$ cat config.mk
export PLATFORM = sky130hd
export DESIGN_NAME = imm_ext_arbiter_flat
export DESIGN_NICKNAME = d
export VERILOG_FILES = /design/src/rtl/imm_ext_arbiter_pkg.sv /design/src/rtl/imm_ext_arbiter_if.sv /design/src/rtl/imm_ext_arbiter_unit.sv /design/src/rtl/imm_ext_arbiter.sv /design/src/flat_wrapper.sv
export SDC_FILE = /design/constraint.sdc
export NUM_CORES = 1
export LEC_CHECK = 0
export ABC_AREA = 1
export BUFFER_PORTS_ARGS = -buffer_cell sky130_fd_sc_hd__clkbuf_2
export CORE_MARGIN = 3
export CORE_UTILIZATION = 50
export CTS_CLUSTER_DIAMETER = 200
export CTS_CLUSTER_SIZE = 14
export DETAILED_ROUTE_END_ITERATION = 12
export PLACE_DENSITY = 0.8
export SLEW_MARGIN = 20
export SYNTH_ARGS = -nofsm -noshare
export SYNTH_HDL_FRONTEND = slang
export SYNTH_HIERARCHICAL = 1
export SYNTH_SLANG_ARGS = --single-unit
$ cat constraint.sdc
create_clock -name clk -period 1.8 [get_ports clk]
set_input_delay 0.36 -clock clk [delete_from_list [all_inputs] [get_ports clk]]
set_output_delay 0.36 -clock clk [all_outputs]
set_load 0.03 [all_outputs]
$ cat src/rtl/imm_ext_arbiter_pkg.sv
// Shared constants for the immediate-extension arbiter slice: extension mode
// encodings, default widths and the response-slot state type.
package imm_ext_pkg;

    localparam int DEF_IMM_W = 16;
    localparam int DEF_EXT_W = 32;

    localparam logic [1:0] MODE_SEXT   = 2'b00;
    localparam logic [1:0] MODE_ZEXT   = 2'b01;
    localparam logic [1:0] MODE_UPPER  = 2'b10;
    localparam logic [1:0] MODE_BRANCH = 2'b11;

    typedef enum logic [0:0] {
        SLOT_EMPTY = 1'b0,
        SLOT_FULL  = 1'b1
    } slot_state_t;

endpackage

$ cat src/rtl/imm_ext_arbiter_if.sv
// Handshake bundle between the two immediate requesters, the arbiter and the
// response consumer. The arbiter uses the slave modport.
interface imm_ext_arbiter_if
    import imm_ext_pkg::*;
#(
    parameter int IMM_W = DEF_IMM_W,
    parameter int EXT_W = DEF_EXT_W
);
    logic             req0_valid;
    logic [IMM_W-1:0] req0_imm;
    logic [1:0]       req0_mode;
    logic             req0_ready;
    logic             req1_valid;
    logic [IMM_W-1:0] req1_imm;
    logic [1:0]       req1_mode;
    logic             req1_ready;
    logic             rsp_valid;
    logic [EXT_W-1:0] rsp_data;
    logic             rsp_id;
    logic             rsp_ready;

    modport slave (
        input  req0_valid, req0_imm, req0_mode,
        input  req1_valid, req1_imm, req1_mode,
        input  rsp_ready,
        output req0_ready, req1_ready,
        output rsp_valid, rsp_data, rsp_id
    );

    modport master (
        output req0_valid, req0_imm, req0_mode,
        output req1_valid, req1_imm, req1_mode,
        output rsp_ready,
        input  req0_ready, req1_ready,
        input  rsp_valid, rsp_data, rsp_id
    );
endinterface

$ cat src/rtl/imm_ext_arbiter_unit.sv
// Combinational immediate extender: sign, zero, upper-half and branch-offset
// (word-aligned, sign-extended) forms of a narrow immediate.
module imm_ext_unit
    import imm_ext_pkg::*;
#(
    parameter int IMM_W = DEF_IMM_W,
    parameter int EXT_W = DEF_EXT_W
) (
    input  logic [IMM_W-1:0] imm,
    input  logic [1:0]       mode,
    output logic [EXT_W-1:0] ext
);
    logic sign_s;

    assign sign_s = imm[IMM_W-1];

    // select the extension form
    always_comb begin
        ext = '0;
        case (mode)
            MODE_SEXT:   ext = {{(EXT_W-IMM_W){sign_s}}, imm};
            MODE_ZEXT:   ext = {{(EXT_W-IMM_W){1'b0}}, imm};
            MODE_UPPER:  ext = {imm, {(EXT_W-IMM_W){1'b0}}};
            MODE_BRANCH: ext = {{(EXT_W-IMM_W-2){sign_s}}, imm, 2'b00};
            default:     ext = '0;
        endcase
    end
endmodule

$ cat src/rtl/imm_ext_arbiter.sv
// Round-robin arbiter sharing one immediate extender between two requesters,
// with a single registered response slot. Optional grant counters are built
// when IMM_EXT_ARB_STATS_EN is defined.
module imm_ext_arbiter
    import imm_ext_pkg::*;
#(
    parameter int IMM_W = DEF_IMM_W,
`ifdef IMM_EXT_ARB_STATS_EN
    parameter int EXT_W = DEF_EXT_W,
    parameter int CNT_W = 16
`else
    parameter int EXT_W = DEF_EXT_W
`endif
) (
    input  logic clk,
    input  logic reset,
`ifdef IMM_EXT_ARB_STATS_EN
    imm_ext_arbiter_if.slave bus,
    output logic [CNT_W-1:0] grant_cnt0,
    output logic [CNT_W-1:0] grant_cnt1
`else
    imm_ext_arbiter_if.slave bus
`endif
);
    slot_state_t      state_r;
    logic             last_grant_r;
    logic [EXT_W-1:0] rsp_data_r;
    logic             rsp_id_r;

    logic             slot_free_s;
    logic             grant0_s;
    logic             grant1_s;
    logic             accept_s;
    logic [IMM_W-1:0] sel_imm_s;
    logic [1:0]       sel_mode_s;
    logic [EXT_W-1:0] ext_s;

    // round-robin grant; the slot may be refilled in the same cycle it drains
    always_comb begin
        slot_free_s = (state_r == SLOT_EMPTY) || bus.rsp_ready;
        grant0_s    = 1'b0;
        grant1_s    = 1'b0;
        if (!reset && slot_free_s) begin
            if (bus.req0_valid && bus.req1_valid) begin
                grant0_s = last_grant_r;
                grant1_s = !last_grant_r;
            end else begin
                grant0_s = bus.req0_valid;
                grant1_s = bus.req1_valid;
            end
        end else begin
            grant0_s = 1'b0;
            grant1_s = 1'b0;
        end
    end

    assign accept_s = grant0_s || grant1_s;

    // feed the extender from the granted requester
    always_comb begin
        sel_imm_s  = bus.req0_imm;
        sel_mode_s = bus.req0_mode;
        if (grant1_s) begin
            sel_imm_s  = bus.req1_imm;
            sel_mode_s = bus.req1_mode;
        end else begin
            sel_imm_s  = bus.req0_imm;
            sel_mode_s = bus.req0_mode;
        end
    end

    imm_ext_unit #(
        .IMM_W (IMM_W),
        .EXT_W (EXT_W)
    ) u_ext (
        .imm  (sel_imm_s),
        .mode (sel_mode_s),
        .ext  (ext_s)
    );

    // response slot FSM with last-grant tracking
    always_ff @(posedge clk) begin
        if (reset) begin
            state_r      <= SLOT_EMPTY;
            rsp_data_r   <= {EXT_W{1'b0}};
            rsp_id_r     <= 1'b0;
            last_grant_r <= 1'b1;
        end else begin
            case (state_r)
                SLOT_EMPTY: begin
                    if (accept_s) begin
                        state_r      <= SLOT_FULL;
                        rsp_data_r   <= ext_s;
                        rsp_id_r     <= grant1_s;
                        last_grant_r <= grant1_s;
                    end else begin
                        state_r <= SLOT_EMPTY;
                    end
                end
                SLOT_FULL: begin
                    if (accept_s) begin
                        state_r      <= SLOT_FULL;
                        rsp_data_r   <= ext_s;
                        rsp_id_r     <= grant1_s;
                        last_grant_r <= grant1_s;
                    end else if (bus.rsp_ready) begin
                        state_r <= SLOT_EMPTY;
                    end else begin
                        state_r <= SLOT_FULL;
                    end
                end
                default: state_r <= SLOT_EMPTY;
            endcase
        end
    end

    assign bus.req0_ready = grant0_s;
    assign bus.req1_ready = grant1_s;
    assign bus.rsp_valid  = (state_r == SLOT_FULL);
    assign bus.rsp_data   = rsp_data_r;
    assign bus.rsp_id     = rsp_id_r;

`ifdef IMM_EXT_ARB_STATS_EN
    logic [CNT_W-1:0] cnt0_r;
    logic [CNT_W-1:0] cnt1_r;

    // saturating per-requester grant counters
    always_ff @(posedge clk) begin
        if (reset) begin
            cnt0_r <= {CNT_W{1'b0}};
            cnt1_r <= {CNT_W{1'b0}};
        end else begin
            if (grant0_s && (cnt0_r != {CNT_W{1'b1}})) begin
                cnt0_r <= cnt0_r + {{(CNT_W-1){1'b0}}, 1'b1};
            end else begin
                cnt0_r <= cnt0_r;
            end
            if (grant1_s && (cnt1_r != {CNT_W{1'b1}})) begin
                cnt1_r <= cnt1_r + {{(CNT_W-1){1'b0}}, 1'b1};
            end else begin
                cnt1_r <= cnt1_r;
            end
        end
    end

    assign grant_cnt0 = cnt0_r;
    assign grant_cnt1 = cnt1_r;
`endif
endmodule

$ cat src/flat_wrapper.sv
// flat-port wrapper written by rule: the top's interface ports become plain ports
module imm_ext_arbiter_flat import imm_ext_pkg::*;
#(
    parameter int IMM_W = DEF_IMM_W,

    parameter int EXT_W = DEF_EXT_W

)
  (clk, reset, bus_req0_valid, bus_req0_imm, bus_req0_mode, bus_req1_valid, bus_req1_imm, bus_req1_mode, bus_rsp_ready, bus_req0_ready, bus_req1_ready, bus_rsp_valid, bus_rsp_data, bus_rsp_id);
  imm_ext_arbiter_if #(.IMM_W(IMM_W), .EXT_W(EXT_W)) bus_i ();
  input  logic clk;
  input  logic reset;
  input wire logic [$bits(bus_i.req0_valid)-1:0] bus_req0_valid;
  input wire logic [$bits(bus_i.req0_imm)-1:0] bus_req0_imm;
  input wire logic [$bits(bus_i.req0_mode)-1:0] bus_req0_mode;
  input wire logic [$bits(bus_i.req1_valid)-1:0] bus_req1_valid;
  input wire logic [$bits(bus_i.req1_imm)-1:0] bus_req1_imm;
  input wire logic [$bits(bus_i.req1_mode)-1:0] bus_req1_mode;
  input wire logic [$bits(bus_i.rsp_ready)-1:0] bus_rsp_ready;
  output wire logic [$bits(bus_i.req0_ready)-1:0] bus_req0_ready;
  output wire logic [$bits(bus_i.req1_ready)-1:0] bus_req1_ready;
  output wire logic [$bits(bus_i.rsp_valid)-1:0] bus_rsp_valid;
  output wire logic [$bits(bus_i.rsp_data)-1:0] bus_rsp_data;
  output wire logic [$bits(bus_i.rsp_id)-1:0] bus_rsp_id;
  assign bus_i.req0_valid = bus_req0_valid;
  assign bus_i.req0_imm = bus_req0_imm;
  assign bus_i.req0_mode = bus_req0_mode;
  assign bus_i.req1_valid = bus_req1_valid;
  assign bus_i.req1_imm = bus_req1_imm;
  assign bus_i.req1_mode = bus_req1_mode;
  assign bus_i.rsp_ready = bus_rsp_ready;
  assign bus_req0_ready = bus_i.req0_ready;
  assign bus_req1_ready = bus_i.req1_ready;
  assign bus_rsp_valid = bus_i.rsp_valid;
  assign bus_rsp_data = bus_i.rsp_data;
  assign bus_rsp_id = bus_i.rsp_id;
  imm_ext_arbiter #(.IMM_W(IMM_W), .EXT_W(EXT_W)) u_core (.clk(clk), .reset(reset), .bus(bus_i));
endmodule
==> summary.txt <==
Cells and area
  • Most frequent cells in the layout: nand2_1, clkbuf_2, nor2_1
  • Layout Cells excl Fill: 472
  • Fillers: 361
  • # diodes: 0
  • Layout Nets: 462
  • Layout cells sized above 1: 31.52%
  • Area growth from synthesis to layout: 28.62%
  • Most common cell after layout, fill and taps aside: nand2_1

Pwr
  • Leak: 1.619 nW
  • Combinational fraction of design power: 35.5%
  • Sw power: 806.1 µW
  • PD cells: 790.6 nW/µm²
  • Clk pwr share: 24.7%
  • Switching Fraction: 36.41%
  • Cell Int Power: 1.408 mW
  • VDD IR max: 0.3405 mV
  • Sequential Power Share: 39.8%
  • Overall Power: 2.214 mW

Synth
  • Post-Syn Instances: 338
  • Sequential element share of the synthesized area: 32.18%
  • Synthesized flop and latch total: 35
  • Dominant cells by area after synthesis: dfxtp_1, nand2_1, nor2_1, nand3b_1, nand3_1
  • Yosys top cell area share: 32.18%
  • Post-Syn Area: 2177 µm²
  • Area leader, netlist: dfxtp_1
  • Mean post-synth cell area: 6.441 µm²
  • Yosys cell types: 20
  • Syn Nets: 379
  • Syn. warnings: 6

Detailed routing
  • Via-to-Cell Ratio: 5.070
  • DR vias: 2393
  • First-pass iteration count of the detailed router: 4
  • Starting DRC count in detailed routing: 151
  • # DRC: 0
  • Total wire length: 5891 µm
  • Final ANT Viol Nets: 0
  • Routed len/inst: 12.48 µm

STA
  • FMAX: 582.7 MHz
  • Max Slew Vio Count: 0
  • Min Tclk post-route: 1.716 ns
  • Actual slew at the worst max-slew pin: 0.7235 ns
  • Ratio of final minimum period to clock period: 95.35%
  • RSZ-0062 raised after global routing: false
  • Skew final: 0.003836 ns
  • Slew headroom: 51.76%
  • Final Hold Vio Count: 0
  • Final setup viols: 0
  • Worst setup margin: 0.08371 ns

Floorplanning
  • Die area: 5182 µm²
  • Site Rows: 23
  • Die width: 71.99 µm
  • Ports: 77
  • Initial Util: 53.28%
  • Die Y: 71.99 µm
  • CORE AREA: 4086 µm²

Hold path
  • WHS Path Cells: 3
  • Hold/Removal Path Class: input pin to flip-flop
  • HP Start: reset
  • WHS Endpoint: u_core/bus.rsp_id

Worst setup path
  • Setup slack, reg-to-reg: 0.15 ns
  • Kind of critical path: flip-flop to output port
  • Reg2reg start: u_core/bus.rsp_valid
  • Slowest CP cell: dfxtp_1
  • Crit path required time: 1.44 ns
  • Worst Setup End Kind: output port
  • Worst EP arrival: 1.36 ns
  • Crit-path max cell delay: 0.34 ns
  • R2R cell count: 10
  • Cell Chain, Critical Path: a21oi_2 -> nand3_2 -> inv_2 -> buf_6 -> clkbuf_4
  • Max FO, Critical Path: 10
  • CP Launch Type: flip-flop
  • R2r endpoint: u_core/bus.rsp_data[16]

Clock tree
  • Clock latency on the worst-skew pair: 0.28 ns
  • CTS clk-pin slew, worst paths: 0.07 ns
  • CTS max path bufs: 2
  • Htree depth: 2
  • Root buffer cell: clkbuf_8
  • # clock sinks: 35
  • CTS buffer count: 5
  • CTS tree: yes

Place
  • Dpl hpwl: 4376 µm
  • GP Congestion: 0.9003
  • DP Worst Slack: -0.09635 ns
  • Input/output buffers: 76
  • Cell count after placement: 460

Global routing
  • GRT overflow: 0
  • Largest net degree at the start of global routing: 35
  • All-Layer GR Usage: 23.06%
  • Initial antenna violation count: 0
  • Vias in the first global route: 2152
  • First-pass GRT wire length: 9673 µm

Outcome
  • Status: finished clean

Flow run
  • Max-cap violations: 0
## worst max-delay path by stage
stage | from | end
2_1_floorplan | u_core/bus.rsp_valid | u_core/bus.rsp_data[16]
3_3_place_gp | bus_rsp_ready | u_core/bus.rsp_data[6]
3_5_place_dp | bus_rsp_ready | u_core/bus.rsp_data[16]
4_1_cts | u_core/bus.rsp_valid | bus_req1_ready
5_1_grt | u_core/bus.rsp_valid | u_core/bus.rsp_data[26]
6_report | u_core/bus.rsp_valid | bus_req1_ready
## cell type report
type | instances | area [µm²] | area share [%]
Clock buffer | 7 | 76.32 | 2.726
Tap cell | 50 | 62.56 | 2.234
Timing Repair Buffer | 99 | 588.1 | 21.00
Inverter | 11 | 43.79 | 1.564
Multi-Input combinational cell | 269 | 1324 | 47.27
Sequential cell | 35 | 700.7 | 25.02
Clock inverter | 1 | 5.005 | 0.1787
## through the flow
step	hold slack, ns	area, µm²	TNS, ns	utilization [%]
after CTS	0.3622	2734	0	66.90
after global placement	0.4707	2650	-0.6293	64.85
after detailed placement	0.4716	2650	-1.173	64.85
after global routing	0.3685	2800	0	68.52
after floorplan	0.4291	2177	0	-
final	0.3688	2800	0	68.52
## synthesized netlist by cell type
cell / count
buf_1: 3
nand3b_1: 32
a21oi_1: 3
nor2_2: 1
nor2_1: 66
nand3_2: 14
nand2_2: 1
nand2_1: 108
buf_4: 2
buf_6: 4
nand3_1: 32
clkbuf_1: 1
o21ai_0: 8
buf_2: 14
inv_1: 8
o21ai_2: 1
inv_2: 3
a21oi_2: 1
nand2_4: 1
dfxtp_1: 35
## layer usage
layer / vias up / track usage [%] / routed length [µm]
li1: 1244 / - / -
met1: 1057 / 29.39 / 2614
met2: 83 / 39.80 / 2853
met3: 9 / 4.986 / 355
met4: 0 / 5.428 / 68
met5: - / 0 / 0
## state kept, by name (all words and copies together) (netlist names)
signal,count
u_core/bus.rsp_valid,1
u_core/last_grant_r,1
u_core/bus.rsp_data,32
u_core/bus.rsp_id,1
## repair_timing
item	CTS	global route
gates cloned	0	1
setup endpoints to repair	1	31
gates resized for setup	1	11
hold buffers	0	0
setup buffers	0	3
pin swaps	0	2
## logic make-up after synthesis
group | Yosys count | share of synthesized area [%]
buf+inv | 35 | 8.563
simple gates | 255 | 55.92
compound gates | 13 | 3.333
flops | 35 | 32.18
## critical path, delay by kind of cell, from the launching register on
kind | cells | cell delay, ns
compound gates | 1 | 0.17
buf+inv | 3 | 0.45
flops | 1 | 0.34
simple gates | 1 | 0.12
## power groups by stage
stage | Combinational [mW] | Sequential [mW] | Clock [mW]
2_1_floorplan | 0.399 | 1.04 | 0
3_3_place_gp | 0.752 | 0.896 | 0
3_5_place_dp | 0.758 | 0.899 | 0
4_1_cts | 0.762 | 0.882 | 0.561
5_1_grt | 0.862 | 0.890 | 0.590
6_report | 0.786 | 0.882 | 0.546
Note: power is estimated with default switching activity, not from simulation.
